## src/rtl/anabellek_yazma_tamponu.sv

```systemverilog
//------------------------------------------------------------------------------
// Module   : anabellek_yazma_tamponu
// Purpose  : Posted-write buffer between the processor main-memory port and
//            external main memory. Writes are queued and acknowledged at
//            once; reads complete strictly behind every buffered write. The
//            queue drains in the background over the same valid/ready
//            protocol.
// Revision : 1.0 - initial release
//
// Ports    : clk, resetn          - clock, asynchronous active-low reset
//            s_valid_i/s_ready_o  - upstream request / one-cycle acknowledge
//            s_wstrb_i            - byte strobes (0 = read)
//            s_addr_i/s_wdata_i   - upstream address / write data
//            s_rdata_o            - read data, valid while s_ready_o=1
//            m_valid_o/m_ready_i  - downstream request / acknowledge
//            m_wstrb_o/m_addr_o/m_wdata_o/m_rdata_i - downstream payload
//            tampon_bos_o         - queue empty and no downstream transfer
//            doluluk_o            - current entry count
//
// Options  : YAZMA_TAMPONU_ILERI_AKTARIM_EN - when defined, a read that hits
//            a buffered full-word write returns that data directly without
//            draining the queue.
//------------------------------------------------------------------------------
`default_nettype none

module anabellek_yazma_tamponu #(
    parameter int DERINLIK = 4,
    parameter int SAYAC_W  = 3
) (
    input  logic               clk,
    input  logic               resetn,
    input  logic               s_valid_i,
    output logic               s_ready_o,
    input  logic [3:0]         s_wstrb_i,
    input  logic [31:0]        s_addr_i,
    input  logic [31:0]        s_wdata_i,
    output logic [31:0]        s_rdata_o,
    output logic               m_valid_o,
    input  logic               m_ready_i,
    output logic [3:0]         m_wstrb_o,
    output logic [31:0]        m_addr_o,
    output logic [31:0]        m_wdata_o,
    input  logic [31:0]        m_rdata_i,
    output logic               tampon_bos_o,
    output logic [SAYAC_W-1:0] doluluk_o
);

    localparam int                 PTR_W      = $clog2(DERINLIK);
    localparam logic [SAYAC_W-1:0] c_DERINLIK = SAYAC_W'(DERINLIK);

    typedef enum logic [1:0] {
        M_BOS = 2'd0,
        M_YAZ = 2'd1,
        M_OKU = 2'd2
    } m_durum_t;

    m_durum_t           durum_q;

    logic [31:0]        fifo_addr_q  [DERINLIK];
    logic [31:0]        fifo_wdata_q [DERINLIK];
    logic [3:0]         fifo_wstrb_q [DERINLIK];

    logic [PTR_W-1:0]   wr_ptr_q, wr_ptr_d;
    logic [PTR_W-1:0]   rd_ptr_q, rd_ptr_d;
    logic [SAYAC_W-1:0] count_q,  count_d;

    logic               s_ready_q;
    logic [31:0]        s_rdata_q;
    logic               m_valid_q;
    logic [3:0]         m_wstrb_q;
    logic [31:0]        m_addr_q;
    logic [31:0]        m_wdata_q;

    logic               w_istek;
    logic               w_yazma;
    logic               w_okuma;
    logic               w_push;
    logic               w_pop;
    logic               w_oku_basla;
    logic               w_ileri_hit;
    logic [31:0]        w_ileri_veri;
    logic               w_ileri;

    // A request is only taken while s_ready_o is low, so the master still
    // holding valid during its acknowledge cycle is not seen twice.
    assign w_istek = s_valid_i && !s_ready_q;
    assign w_yazma = w_istek && (s_wstrb_i != 4'h0);
    assign w_okuma = w_istek && (s_wstrb_i == 4'h0);

    // Push looks at the count at cycle start only: a pop in the same cycle
    // does not open a slot until the next cycle.
    assign w_push  = w_yazma && (count_q < c_DERINLIK);

    // m_valid_q is always high in M_YAZ, so m_ready_i alone completes it.
    assign w_pop   = (durum_q == M_YAZ) && m_ready_i;

    assign w_ileri     = w_okuma && w_ileri_hit;
    assign w_oku_basla = w_okuma && !w_ileri_hit && (count_q == '0) &&
                         (durum_q == M_BOS);

`ifdef YAZMA_TAMPONU_ILERI_AKTARIM_EN
    logic [PTR_W-1:0] w_idx;

    // Walk valid entries oldest to youngest so the youngest address match
    // decides. A younger partial-strobe write to the same word cancels the
    // hit, since the full word in memory is then not known here.
    always_comb begin
        w_ileri_hit  = 1'b0;
        w_ileri_veri = '0;
        w_idx        = '0;
        for (int k = 0; k < DERINLIK; k++) begin
            if (SAYAC_W'(k) < count_q) begin
                w_idx = rd_ptr_q + PTR_W'(k);
                if (fifo_addr_q[w_idx][31:2] == s_addr_i[31:2]) begin
                    w_ileri_hit  = (fifo_wstrb_q[w_idx] == 4'hF);
                    w_ileri_veri = fifo_wdata_q[w_idx];
                end
            end
        end
    end
`else
    assign w_ileri_hit  = 1'b0;
    assign w_ileri_veri = '0;
`endif

    // Pointer and occupancy next-state.
    always_comb begin
        wr_ptr_d = wr_ptr_q;
        rd_ptr_d = rd_ptr_q;
        count_d  = count_q;
        if (w_push) begin
            wr_ptr_d = wr_ptr_q + 1'b1;
        end
        if (w_pop) begin
            rd_ptr_d = rd_ptr_q + 1'b1;
        end
        case ({w_push, w_pop})
            2'b10:   count_d = count_q + 1'b1;
            2'b01:   count_d = count_q - 1'b1;
            default: count_d = count_q;
        endcase
    end

    // Entry storage carries no reset; validity is tracked by the pointers.
    always_ff @(posedge clk) begin
        if (w_push) begin
            fifo_addr_q[wr_ptr_q]  <= s_addr_i;
            fifo_wdata_q[wr_ptr_q] <= s_wdata_i;
            fifo_wstrb_q[wr_ptr_q] <= s_wstrb_i;
        end
    end

    // Downstream master FSM with registered outputs.
    always_ff @(posedge clk or negedge resetn) begin
        if (!resetn) begin
            durum_q   <= M_BOS;
            wr_ptr_q  <= '0;
            rd_ptr_q  <= '0;
            count_q   <= '0;
            s_ready_q <= 1'b0;
            s_rdata_q <= '0;
            m_valid_q <= 1'b0;
            m_wstrb_q <= '0;
            m_addr_q  <= '0;
            m_wdata_q <= '0;
        end else begin
            wr_ptr_q  <= wr_ptr_d;
            rd_ptr_q  <= rd_ptr_d;
            count_q   <= count_d;
            s_ready_q <= 1'b0;

            if (w_push) begin
                s_ready_q <= 1'b1;
            end
            if (w_ileri) begin
                s_ready_q <= 1'b1;
                s_rdata_q <= w_ileri_veri;
            end

            case (durum_q)
                M_BOS: begin
                    // Buffered writes always go first, preserving
                    // write-then-read ordering.
                    if (count_q != '0) begin
                        durum_q   <= M_YAZ;
                        m_valid_q <= 1'b1;
                        m_addr_q  <= fifo_addr_q[rd_ptr_q];
                        m_wdata_q <= fifo_wdata_q[rd_ptr_q];
                        m_wstrb_q <= fifo_wstrb_q[rd_ptr_q];
                    end else if (w_oku_basla) begin
                        durum_q   <= M_OKU;
                        m_valid_q <= 1'b1;
                        m_addr_q  <= s_addr_i;
                        m_wdata_q <= '0;
                        m_wstrb_q <= 4'h0;
                    end
                end
                M_YAZ: begin
                    if (m_ready_i) begin
                        durum_q   <= M_BOS;
                        m_valid_q <= 1'b0;
                    end
                end
                M_OKU: begin
                    if (m_ready_i) begin
                        durum_q   <= M_BOS;
                        m_valid_q <= 1'b0;
                        s_ready_q <= 1'b1;
                        s_rdata_q <= m_rdata_i;
                    end
                end
                default: begin
                    durum_q   <= M_BOS;
                    m_valid_q <= 1'b0;
                end
            endcase
        end
    end

    assign s_ready_o    = s_ready_q;
    assign s_rdata_o    = s_rdata_q;
    assign m_valid_o    = m_valid_q;
    assign m_wstrb_o    = m_wstrb_q;
    assign m_addr_o     = m_addr_q;
    assign m_wdata_o    = m_wdata_q;
    assign doluluk_o    = count_q;
    assign tampon_bos_o = (count_q == '0) && (durum_q == M_BOS);

endmodule

`default_nettype wire

```

## config.mk

```make
export PLATFORM = sky130hd
export DESIGN_NAME = anabellek_yazma_tamponu
export DESIGN_NICKNAME = d
export VERILOG_FILES = /design/src/rtl/anabellek_yazma_tamponu.sv
export SDC_FILE = /design/constraint.sdc
export NUM_CORES = 1
export LEC_CHECK = 0
export ABC_AREA = 1
export CORE_ASPECT_RATIO = 0.8
export CORE_MARGIN = 8
export CORE_UTILIZATION = 55
export DETAILED_ROUTE_END_ITERATION = 8
export GPL_ROUTABILITY_DRIVEN = 1
export PLACE_DENSITY = 0.8
export REMOVE_ABC_BUFFERS = 1
export SLEW_MARGIN = 40
export SYNTH_ARGS = -nofsm -noshare
export SYNTH_HDL_FRONTEND = slang
export SYNTH_SLANG_ARGS = --single-unit
```

## constraint.sdc

```tcl
create_clock -name clk -period 8.5 [get_ports clk]
set_input_delay 1.7 -clock clk [delete_from_list [all_inputs] [get_ports clk]]
set_output_delay 1.7 -clock clk [all_outputs]
set_load 0.03 [all_outputs]
```

==> flow_summary.toml, run 1 <==
[outcome]
run_status = "finished, final reports clean"

[timing]
finalWorstPathRequiredPeriod_ns = 4.29
fin_ws_ns = 4.21
clock-skew-final_ns = 0.00992
fin_crit_sh = 0.505
slew_headroom = 0.469
finalMaxSlewViolations = 0
hold_viol_final = 0
setup_tns_ns = 0
rsz0062_at_grt = "false"
setup_viol_count_final = 0
max_clock_freq_mhz = 233
worst_pin_slew_ns = 0.796

[power]
power_leakage_nw = 7.45
power_per_unit_of_standard_cell_area_nw_per_um2 = 388
vdd.ir_drop.worst_v = 0.000226

[detailed_routing]
drt_first_pass_iters = 5
detailedRoute.firstIterationViolations = 806
vias = 10000
route.detailed.drc = 0
final_antenna_net_count = 0
detail_route.wirelength_um = 35100
detail_route.wl_per_cell_um = 19.0
vias_per_cell = 5.42

[global_route]
grtUsageTotal = 0.209
grt_pass1_wl_um = 55200
total_congestion_overflow_after_global_routing = 0
grt_antenna_before_repair = 0
grt_pass1_vias = 10300
grt_start_max_net_pins = 92

[logic_synthesis]
synth.cell_area_um2 = 15100
synthesis.area_per_instance_um2 = 11.9
synth_top_flop_cell = "sky130_fd_sc_hd__edfxtp_1"
yosysWarningCount = 0
synth-seq-cells = 383
synth-seq-area-share = 0.725
postSynth.asyncResetShare = 0.290
synth_cell_types = 22
synth_enable_flop_cells = 272
synthCells = 1269

[critical_path]
timing.critical_path.buf_inv = 2
setup.worst_path.start_class = "register"
reg2reg_depth = 5
startpoint = "doluluk_o[1]"
critical_path.cell_chain = "inv_1 > nand3_4 > nor2_1 > clkdlybuf4s50_1"
timing.critical_path.fanout_max = 35
worstPathRequired_ns = 6.80
crit_path_top_delay_cell = "sky130_fd_sc_hd__clkdlybuf4s50_1"
critical_r2r_launch = "s_ready_o"
critical_path_depth = 4
end_kind = "output pin"
path_delay_family = "buffers and inverters"
cpPeakStageDelay_ns = 0.76
crit_arrival_ns = 2.59
classification_of_the_worst_setup_path = "register to output pin"

[run]
max-cap-violations = 0

[hold_path]
hold_depth = 2
min_path_type = "register to register"
min_from = "m_valid_o"

[clock_network]
clk_path_buf_depth = 3
count_of_clock_tree_sinks = 383
cts_hold_buffers = 0
path_clk_slew_ns = 0.06
cts_setup_buffers = 0
post_cts_resize_count = 0
skew_pair_late_insertion_delay_ns = 0.52
cts-buffers-inserted = 38
buffer_type_at_the_clock_tree_root = "sky130_fd_sc_hd__clkbuf_16"
ctsHtreeMaxLevel = 2
tritoncts = "yes"

[layout]
fill_cells = 1885
fin_area_um2 = 18700
final_net_count = 1570
drive_above_1_share = 0.0800
antenna_cells = 0
layout-area-overhead-vs-synth_pct = 23.9

[placement]
gp_routability_congestion = 0.747
dpl-instance-area_um2 = 17500
dp_slack_ns = 3.79
detailed_place_hpwl_um = 21300
io_buffer_count = 209

[floorplan]
floorplan.initialDensity = 0.556
floorplan.die.width_um = 201
fp-row-count = 54
die_height_um = 164
boundary_pin_count = 210
core_region_area_um2 = 27200
dieArea_um2 = 33100
[placed cells by master, fill, tap and decap left out, types with 2 or more instances in the layout]
cell type / Yosys / final
sky130_fd_sc_hd__a21oi_1: 2 / 2
sky130_fd_sc_hd__buf_4: 9 / 8
sky130_fd_sc_hd__buf_6: 1 / 4
sky130_fd_sc_hd__bufinv_16: 0 / 2
sky130_fd_sc_hd__clkbuf_1: 13 / 13
sky130_fd_sc_hd__clkbuf_16: 0 / 41
sky130_fd_sc_hd__clkbuf_8: 0 / 4
sky130_fd_sc_hd__clkdlybuf4s50_1: 0 / 208
sky130_fd_sc_hd__clkinv_1: 0 / 2
sky130_fd_sc_hd__clkinv_2: 0 / 7
sky130_fd_sc_hd__dfrtp_1: 111 / 109
sky130_fd_sc_hd__edfxtp_1: 272 / 272
sky130_fd_sc_hd__ha_1: 8 / 8
sky130_fd_sc_hd__inv_1: 17 / 15
sky130_fd_sc_hd__inv_2: 3 / 4
sky130_fd_sc_hd__mux2_2: 32 / 32
sky130_fd_sc_hd__nand2_1: 453 / 452
sky130_fd_sc_hd__nand3_1: 275 / 275
sky130_fd_sc_hd__nor2_1: 9 / 5
sky130_fd_sc_hd__nor2_2: 3 / 3
sky130_fd_sc_hd__nor2_4: 0 / 4
sky130_fd_sc_hd__o21ai_0: 2 / 2
sky130_fd_sc_hd__xor2_1: 3 / 3
[per-layer routing]
metal  up-vias  GRT usage  part of all wire
met4         0     0.0590             0.020
met1      4877      0.272              0.41
li1       4740          -                 -
met3        56     0.0440             0.074
met2       358      0.356              0.50
met5         -          0                 0
[layout make-up]
class                   instances  area [µm²]  area share
flip-flops and latches        383       11000       0.585
multi-input cells             792        3760       0.201
clock buffers                  58        1130      0.0604
inverters                      20        77.6     0.00415
repair buffers                222        2230       0.119
well taps                     364         455      0.0243
clock inverters                12         110     0.00589
[worst paths after layout]
kind	end	slack, ns
min in group asynchronous	s_rdata_o[30]	1.15
worst max-delay path	tampon_bos_o	4.21
max in group asynchronous	rd_ptr_q[0]	6.26
worst max register to register	fifo_addr_q[3][13]	5.58
worst min-delay path	m_valid_o	0.48
worst min register to register	m_valid_o	0.48
[where the power goes]
| group | internal (mW) | switching (mW) |
|---|---|---|
| clock | 0.980 | 0.674 |
| combinational | 1.02 | 1.92 |
| sequential | 2.46 | 0.210 |
[synth_stat cells (2+ instances only)]
library cell                 n  area, µm²
sky130_fd_sc_hd__buf_4       9       67.6
sky130_fd_sc_hd__mux2_2     32        360
sky130_fd_sc_hd__inv_2       3       11.3
sky130_fd_sc_hd__ha_1        8        100
sky130_fd_sc_hd__edfxtp_1  272       8170
sky130_fd_sc_hd__dfrtp_1   111       2780
sky130_fd_sc_hd__nor2_1      9       33.8
sky130_fd_sc_hd__clkbuf_1   13       48.8
sky130_fd_sc_hd__nand2_1   453       1700
sky130_fd_sc_hd__nor2_2      3       18.8
sky130_fd_sc_hd__nand3_1   275       1380
sky130_fd_sc_hd__inv_1      17       63.8
sky130_fd_sc_hd__a21oi_1     2       10.0
sky130_fd_sc_hd__o21ai_0     2       10.0
sky130_fd_sc_hd__xor2_1      3       26.3
sky130_fd_sc_hd__buf_2      51        255
[worst min-delay path, stage by stage (launching register included)]
cell and delay (ns):
sky130_fd_sc_hd__dfrtp_1 0.34, sky130_fd_sc_hd__nand2_1 0.06, sky130_fd_sc_hd__nand2_1 0.05
[through the flow]
step,total power [mW],utilization,hold slack (ns),instances
after floorplan,4.52,-,0.467,1195
after global placement,5.55,0.641,0.457,1779
after detailed placement,5.64,0.643,0.467,1781
after CTS,7.31,0.688,0.482,1851
after global routing,7.70,0.689,0.514,1851
final,7.26,0.689,0.480,1851
[flip-flops by register name (all words and copies together) (netlist names)]
register      cells
m_valid_o         1
m_wstrb_o         4
fifo_wstrb_q     16
doluluk_o         3
s_ready_o         1
fifo_addr_q     128
durum_q           2
fifo_wdata_q    128
wr_ptr_q          2
m_addr_o         32
rd_ptr_q          2
s_rdata_o        32
m_wdata_o        32
[cell families (layout without fill, tap and decap cells)]
logic type      Yosys count  count (layout)  synth area share
simple gates            743             743             0.210
flops                   383             383             0.725
buf+inv                  94             312            0.0303
mux                      32              32            0.0239
fa+ha+maj                 9               9           0.00795
compound gates            4               4           0.00133
xor+xnor                  4               4           0.00232
No activity file was read; power rests on OpenSTA's default activity.
==> run 2, diff against run 1 <==
- clock period: 8.5 -> 4 ns (I/O delays scaled with it)
==> run 2 against run 1 <==
- critical path depth up 1
- utilization up 0.42 points
- via count up 1.0%
- register-to-register slack worse by 4.1 ns
- worst hold slack worse by 0.24 ns
- sequential share of layout area down 0.36 points
- total power up 120%
- first-iteration DRC count down 4.2%
- setup slack worse by 3.3 ns
- critical endpoint unchanged
- largest cell class unchanged
- largest power group unchanged
==> flow_summary.toml, run 2 (synthesis gave the netlist of run 1 again) <==
[hold_path]
min_path_type = "input port to async pin"

[clock_network]
skew_pair_late_insertion_delay_ns = 0.52
cts_setup_buffers = 0
cts_hold_buffers = 0
buffer_type_at_the_clock_tree_root = "sky130_fd_sc_hd__clkbuf_16"
count_of_clock_tree_sinks = 383
cts-buffers-inserted = 38
tritoncts = "yes"
post_cts_resize_count = 0
path_clk_slew_ns = 0.06
ctsHtreeMaxLevel = 2
clk_path_buf_depth = 3

[critical_path]
cp_common_cell = "sky130_fd_sc_hd__inv_1"
classification_of_the_worst_setup_path = "register to output pin"
cpPeakStageDelay_ns = 0.73
path_delay_family = "buffers and inverters"
setup.worst_path.start_class = "register"
timing.critical_path.fanout_max = 3
worstPathRequired_ns = 3.20
critical_path.cell_chain = "inv_1 > ha_1 > inv_1 > nor2_1 > clkdlybuf4s50_1"
crit_path_top_delay_cell = "sky130_fd_sc_hd__clkdlybuf4s50_1"
timing.critical_path.buf_inv = 3
crit_arrival_ns = 2.31
end_kind = "output pin"

[global_route]
grt_pass1_vias = 10300
grt_start_max_net_pins = 94
total_congestion_overflow_after_global_routing = 0
grt_util_met3 = 0.0489
globalRouteMet2Util = 0.348
groute.layer.met1.usage = 0.270
grt_most_used_layer = "met2"
grt_antenna_before_repair = 4
grtUsageTotal = 0.208
grt_pass1_wl_um = 55200

[floorplan]
die_height_um = 164
boundary_pin_count = 210
floorplan.die.width_um = 201
core_region_area_um2 = 27200
fp-row-count = 54
floorplan.initialDensity = 0.556
dieArea_um2 = 33100

[detailed_routing]
vias = 10100
route.detailed.drc = 0
drt_first_pass_iters = 6
detail_route.wl_per_cell_um = 18.6
final_antenna_net_count = 0
vias_per_cell = 5.45
detail_route.wirelength_um = 34600
detailedRoute.firstIterationViolations = 772

[layout]
final_util = 0.693
layout.cells.most_common_list = "sky130_fd_sc_hd__nand2_1, sky130_fd_sc_hd__nand3_1, sky130_fd_sc_hd__edfxtp_1"
layout-area-overhead-vs-synth_pct = 24.6
layout_commonest_cell = "sky130_fd_sc_hd__nand2_1"
final_net_count = 1575
drive_above_1_share = 0.0845
fill_cells = 1922
largest_registers = "fifo_addr_q: 128 flops, fifo_wdata_q: 128 flops"

[timing]
finalMaxSlewViolations = 0
fin_crit_sh = 0.779
finalWorstPathRequiredPeriod_ns = 3.11
setup_viol_count_final = 0
clock-skew-final_ns = 0.0204
worst_pin_slew_ns = 0.785
max_clock_freq_mhz = 321
rsz0062_at_grt = "false"
hold_viol_final = 0
slew_headroom = 0.476
setup_tns_ns = 0

[placement]
gp_routability_congestion = 0.755
io_buffer_count = 209
detailed_place_hpwl_um = 20500

[power]
power_leakage_nw = 7.51
vdd.ir_drop.worst_v = 0.000506
power_per_unit_of_standard_cell_area_nw_per_um2 = 831

[outcome]
run_status = "finished, final reports clean"

[run]
max-cap-violations = 0
## run 2: cell types whose count changed in the layout (fill, tap and decap cells not counted), sizes merged
cell / previous run / this run
clkbuf: 58 / 52
buf: 14 / 19
bufinv: 2 / 5
diode: 0 / 3
clkinv: 9 / 11
clkinvlp: 1 / 2
## run 2: power breakdown
group          internal (mW)  switching [mW]  total [mW]
Combinational           2.19            4.09        6.27
Clock                   2.25            1.45        3.70
Sequential              5.22           0.439        5.66
## run 2: worst register-to-register path: stages, from the launching register on
cell and delay [ns]:
sky130_fd_sc_hd__dfrtp_1 0.40, sky130_fd_sc_hd__inv_2 0.08, sky130_fd_sc_hd__nand3_4 0.08, sky130_fd_sc_hd__buf_4 0.39, sky130_fd_sc_hd__nand2_4 0.32, sky130_fd_sc_hd__inv_2 0.68
sky130_fd_sc_hd__nand3_1 0.31, sky130_fd_sc_hd__nand2_1 0.15
## run 2: path summary, 6_finish.rpt
kind | startpoint | endpoint | slack (ns) | cells after the start
setup reg to reg | doluluk_o[0] | m_wdata_o[14] | 1.53 | 7
min in group clk | m_valid_o | m_valid_o | 0.47 | 2
hold reg to reg | m_valid_o | m_valid_o | 0.47 | 2
setup / recovery | durum_q[1] | tampon_bos_o | 0.89 | 5
max in group asynchronous | resetn | wr_ptr_q[0] | 3.04 | 2
hold / removal | resetn | s_rdata_o[9] | 0.24 | 1
## run 2: final cells by class
cell class	instances	area [µm²]	area share
multi-input combinational	792	3740	0.199
timing repair buffer	227	2270	0.121
clock buffer	52	1100	0.0583
inverter	20	80.1	0.00425
antenna	3	7.51	0.000399
sequential	383	11000	0.582
tap	364	455	0.0242
clock inverter	18	215	0.0114
## run 2: per-stage QoR
stage	power, mW	cells	worst slack [ns]	cell area, µm²	hold slack (ns)
after detailed placement	12.0	1786	1.06	17500	0.462
after floorplan	9.61	1195	-1.47	14700	0.467
after global placement	11.9	1786	1.13	17500	0.463
after CTS	15.8	1856	0.862	18800	0.359
after global routing	16.6	1858	0.776	18800	0.271
final	15.6	1859	0.886	18800	0.244
## run 2: layer usage
| layer | up-vias | part of all wire |
|---|---|---|
| met2 | 386 | 0.49 |
| met4 | 4 | 0.019 |
| met1 | 4945 | 0.42 |
| met5 | - | 0.00066 |
| li1 | 4747 | - |
| met3 | 54 | 0.078 |
==> run 3, diff against run 2 <==
- CORE_UTILIZATION: 55 -> 49
- PLACE_DENSITY: 0.8 -> 0.76
- clock period: 4 -> 2.79 ns (I/O delays scaled with it)
==> run 3 against run 2 <==
- combinational power increased by 49%
- critical path depth unchanged
- non-clock buffer count increased by 14
- sequential share of layout area decreased by 0.32 points
- largest cell class unchanged
==> flow_summary.toml, run 3 (synthesis gave the netlist of run 1 again) <==
[power]
power_per_unit_of_standard_cell_area_nw_per_um2 = 1170
design_power_total_mw = 22.2
power_leakage_nw = 7.55
vdd.ir_drop.worst_v = 0.000760

[detailed_routing]
drt_first_pass_iters = 5
route.detailed.drc = 0
maxUsedRoutingLayer = "met4"
drt-met1-wl_um = 15500
vias = 10200
dr_wl_met2_um = 17200
detail_route.wl_per_cell_um = 18.8
final_antenna_net_count = 0
met3_wirelength_um = 2680
vias_per_cell = 5.28
detail_route.wirelength_um = 36100
detailedRoute.firstIterationViolations = 767

[global_route]
grt_start_max_net_pins = 138
grtUsageTotal = 0.195
grt_pass1_vias = 10100
total_congestion_overflow_after_global_routing = 0
grt_pass1_wl_um = 56700
grt_antenna_before_repair = 2

[layout]
layout_commonest_cell = "sky130_fd_sc_hd__nand2_1"
final_net_count = 1590
largest_registers = "fifo_addr_q: 128 flops, fifo_wdata_q: 128 flops"
drive_above_1_share = 0.0910
final_util = 0.623
layout-area-overhead-vs-synth_pct = 25.3
layout.cells.most_common_list = "sky130_fd_sc_hd__nand2_1, sky130_fd_sc_hd__nand3_1, sky130_fd_sc_hd__edfxtp_1"
final_cell_count_no_fill = 1922

[critical_path]
timing.critical_path.fanout_max = 3
critical_r2r_launch = "durum_q[1]"
classification_of_the_worst_setup_path = "register to output pin"
crit_path_top_delay_cell = "sky130_fd_sc_hd__dlygate4sd2_1"
end_kind = "output pin"
reg2reg_slack_ns = 0.87
crit_arrival_ns = 1.99
critical_path.cell_chain = "inv_1 > ha_1 > inv_1 > nor2_1 > dlygate4sd2_1"
rr_endpoint = "doluluk_o[2]"
timing.critical_path.buf_inv = 3
cpPeakStageDelay_ns = 0.45
setup.worst_path.start_class = "register"
path_delay_family = "buffers and inverters"
cp_common_cell = "sky130_fd_sc_hd__inv_1"
reg2reg_depth = 10
worstPathRequired_ns = 2.23

[clock_network]
path_clk_slew_ns = 0.06
cts_setup_buffers = 0
cts-buffers-inserted = 39
tritoncts = "yes"
count_of_clock_tree_sinks = 383
buffer_type_at_the_clock_tree_root = "sky130_fd_sc_hd__clkbuf_16"
post_cts_resize_count = 1
clk_path_buf_depth = 3
skew_pair_late_insertion_delay_ns = 0.53
ctsHtreeMaxLevel = 2
cts_hold_buffers = 0

[placement]
dp_slack_ns = 0.225
io_buffer_count = 209
detailed_place_hpwl_um = 22500
gp_routability_congestion = 0.768
placed_cells = 1849

[outcome]
run_status = "finished, final reports clean"

[timing]
fin_ws_ns = 0.241
finalWorstPathRequiredPeriod_ns = 2.55
setup_viol_count_final = 0
fin_crit_sh = 0.914
hold_viol_final = 0
hold-worst-slack_ns = 0.0171
finalMaxSlewViolations = 0
rsz0062_at_grt = "false"
slew_headroom = 0.496
clock-skew-final_ns = 0.0166
max_clock_freq_mhz = 392
worst_pin_slew_ns = 0.755

[floorplan]
boundary_pin_count = 210
floorplan.die.width_um = 212
core_region_area_um2 = 30400
floorplan.initialDensity = 0.497
dieArea_um2 = 36700
die_height_um = 173
fp-row-count = 57

[hold_path]
min_path_type = "input port to async pin"

[run]
max-cap-violations = 0
-- run 3: where the power goes --
group	switching, mW	leakage (nW)	internal [mW]	total [mW]
clock	2.08	0.575	2.70	4.78
sequential	0.558	3.83	7.49	8.05
combinational	6.04	3.14	3.32	9.36
total	8.68	7.55	13.5	22.2
-- run 3: how the worst max path moves through the flow --
stage                      start      endpoint  slack, ns  cells after the start
floorplan            rd_ptr_q[0]   m_addr_o[0]      -2.68                      7
global placement    s_wstrb_i[3]  doluluk_o[2]       0.22                     10
detailed placement  s_wstrb_i[3]  doluluk_o[2]       0.22                     10
CTS                   durum_q[1]  tampon_bos_o       0.22                      5
global route          durum_q[0]  tampon_bos_o       0.11                      5
finish                durum_q[1]  tampon_bos_o       0.24                      5
-- run 3: layout make-up --
| cell class | count | area [µm²] |
|---|---|---|
| Inverter | 20 | 77.6 |
| Multi-Input combinational cell | 792 | 3740 |
| Clock inverter | 16 | 90.1 |
| Timing Repair Buffer | 241 | 2470 |
| Sequential cell | 383 | 11000 |
| Fill cell | 2329 | 11500 |
| Clock buffer | 54 | 1070 |
| Antenna cell | 3 | 7.51 |
| Tap cell | 413 | 517 |
-- run 3: metal layers --
metal	track usage	vias to the layer above
met5	0	-
met4	0.0546	0
met3	0.0417	55
met2	0.309	366
met1	0.269	4951
li1	-	4784
-- run 3: metrics by stage --
step,cell area [µm²],setup TNS [ns]
after floorplan,14700,-611.36
after global placement,17700,0
after detailed placement,17800,0
after CTS,18900,0
after global routing,18900,0
final,18900,0
-- run 3: worst register-to-register path: cells and delay by family, from the launching register on --
family / cells / cell delay [ns]
AOI/OAI and AO/OA: 2 / 0.26
adders and majority gates: 3 / 0.68
and+or+nand+nor: 1 / 0.08
xor gates and xnor gates: 1 / 0.16
DFF: 1 / 0.40
buffers and inverters: 3 / 0.24
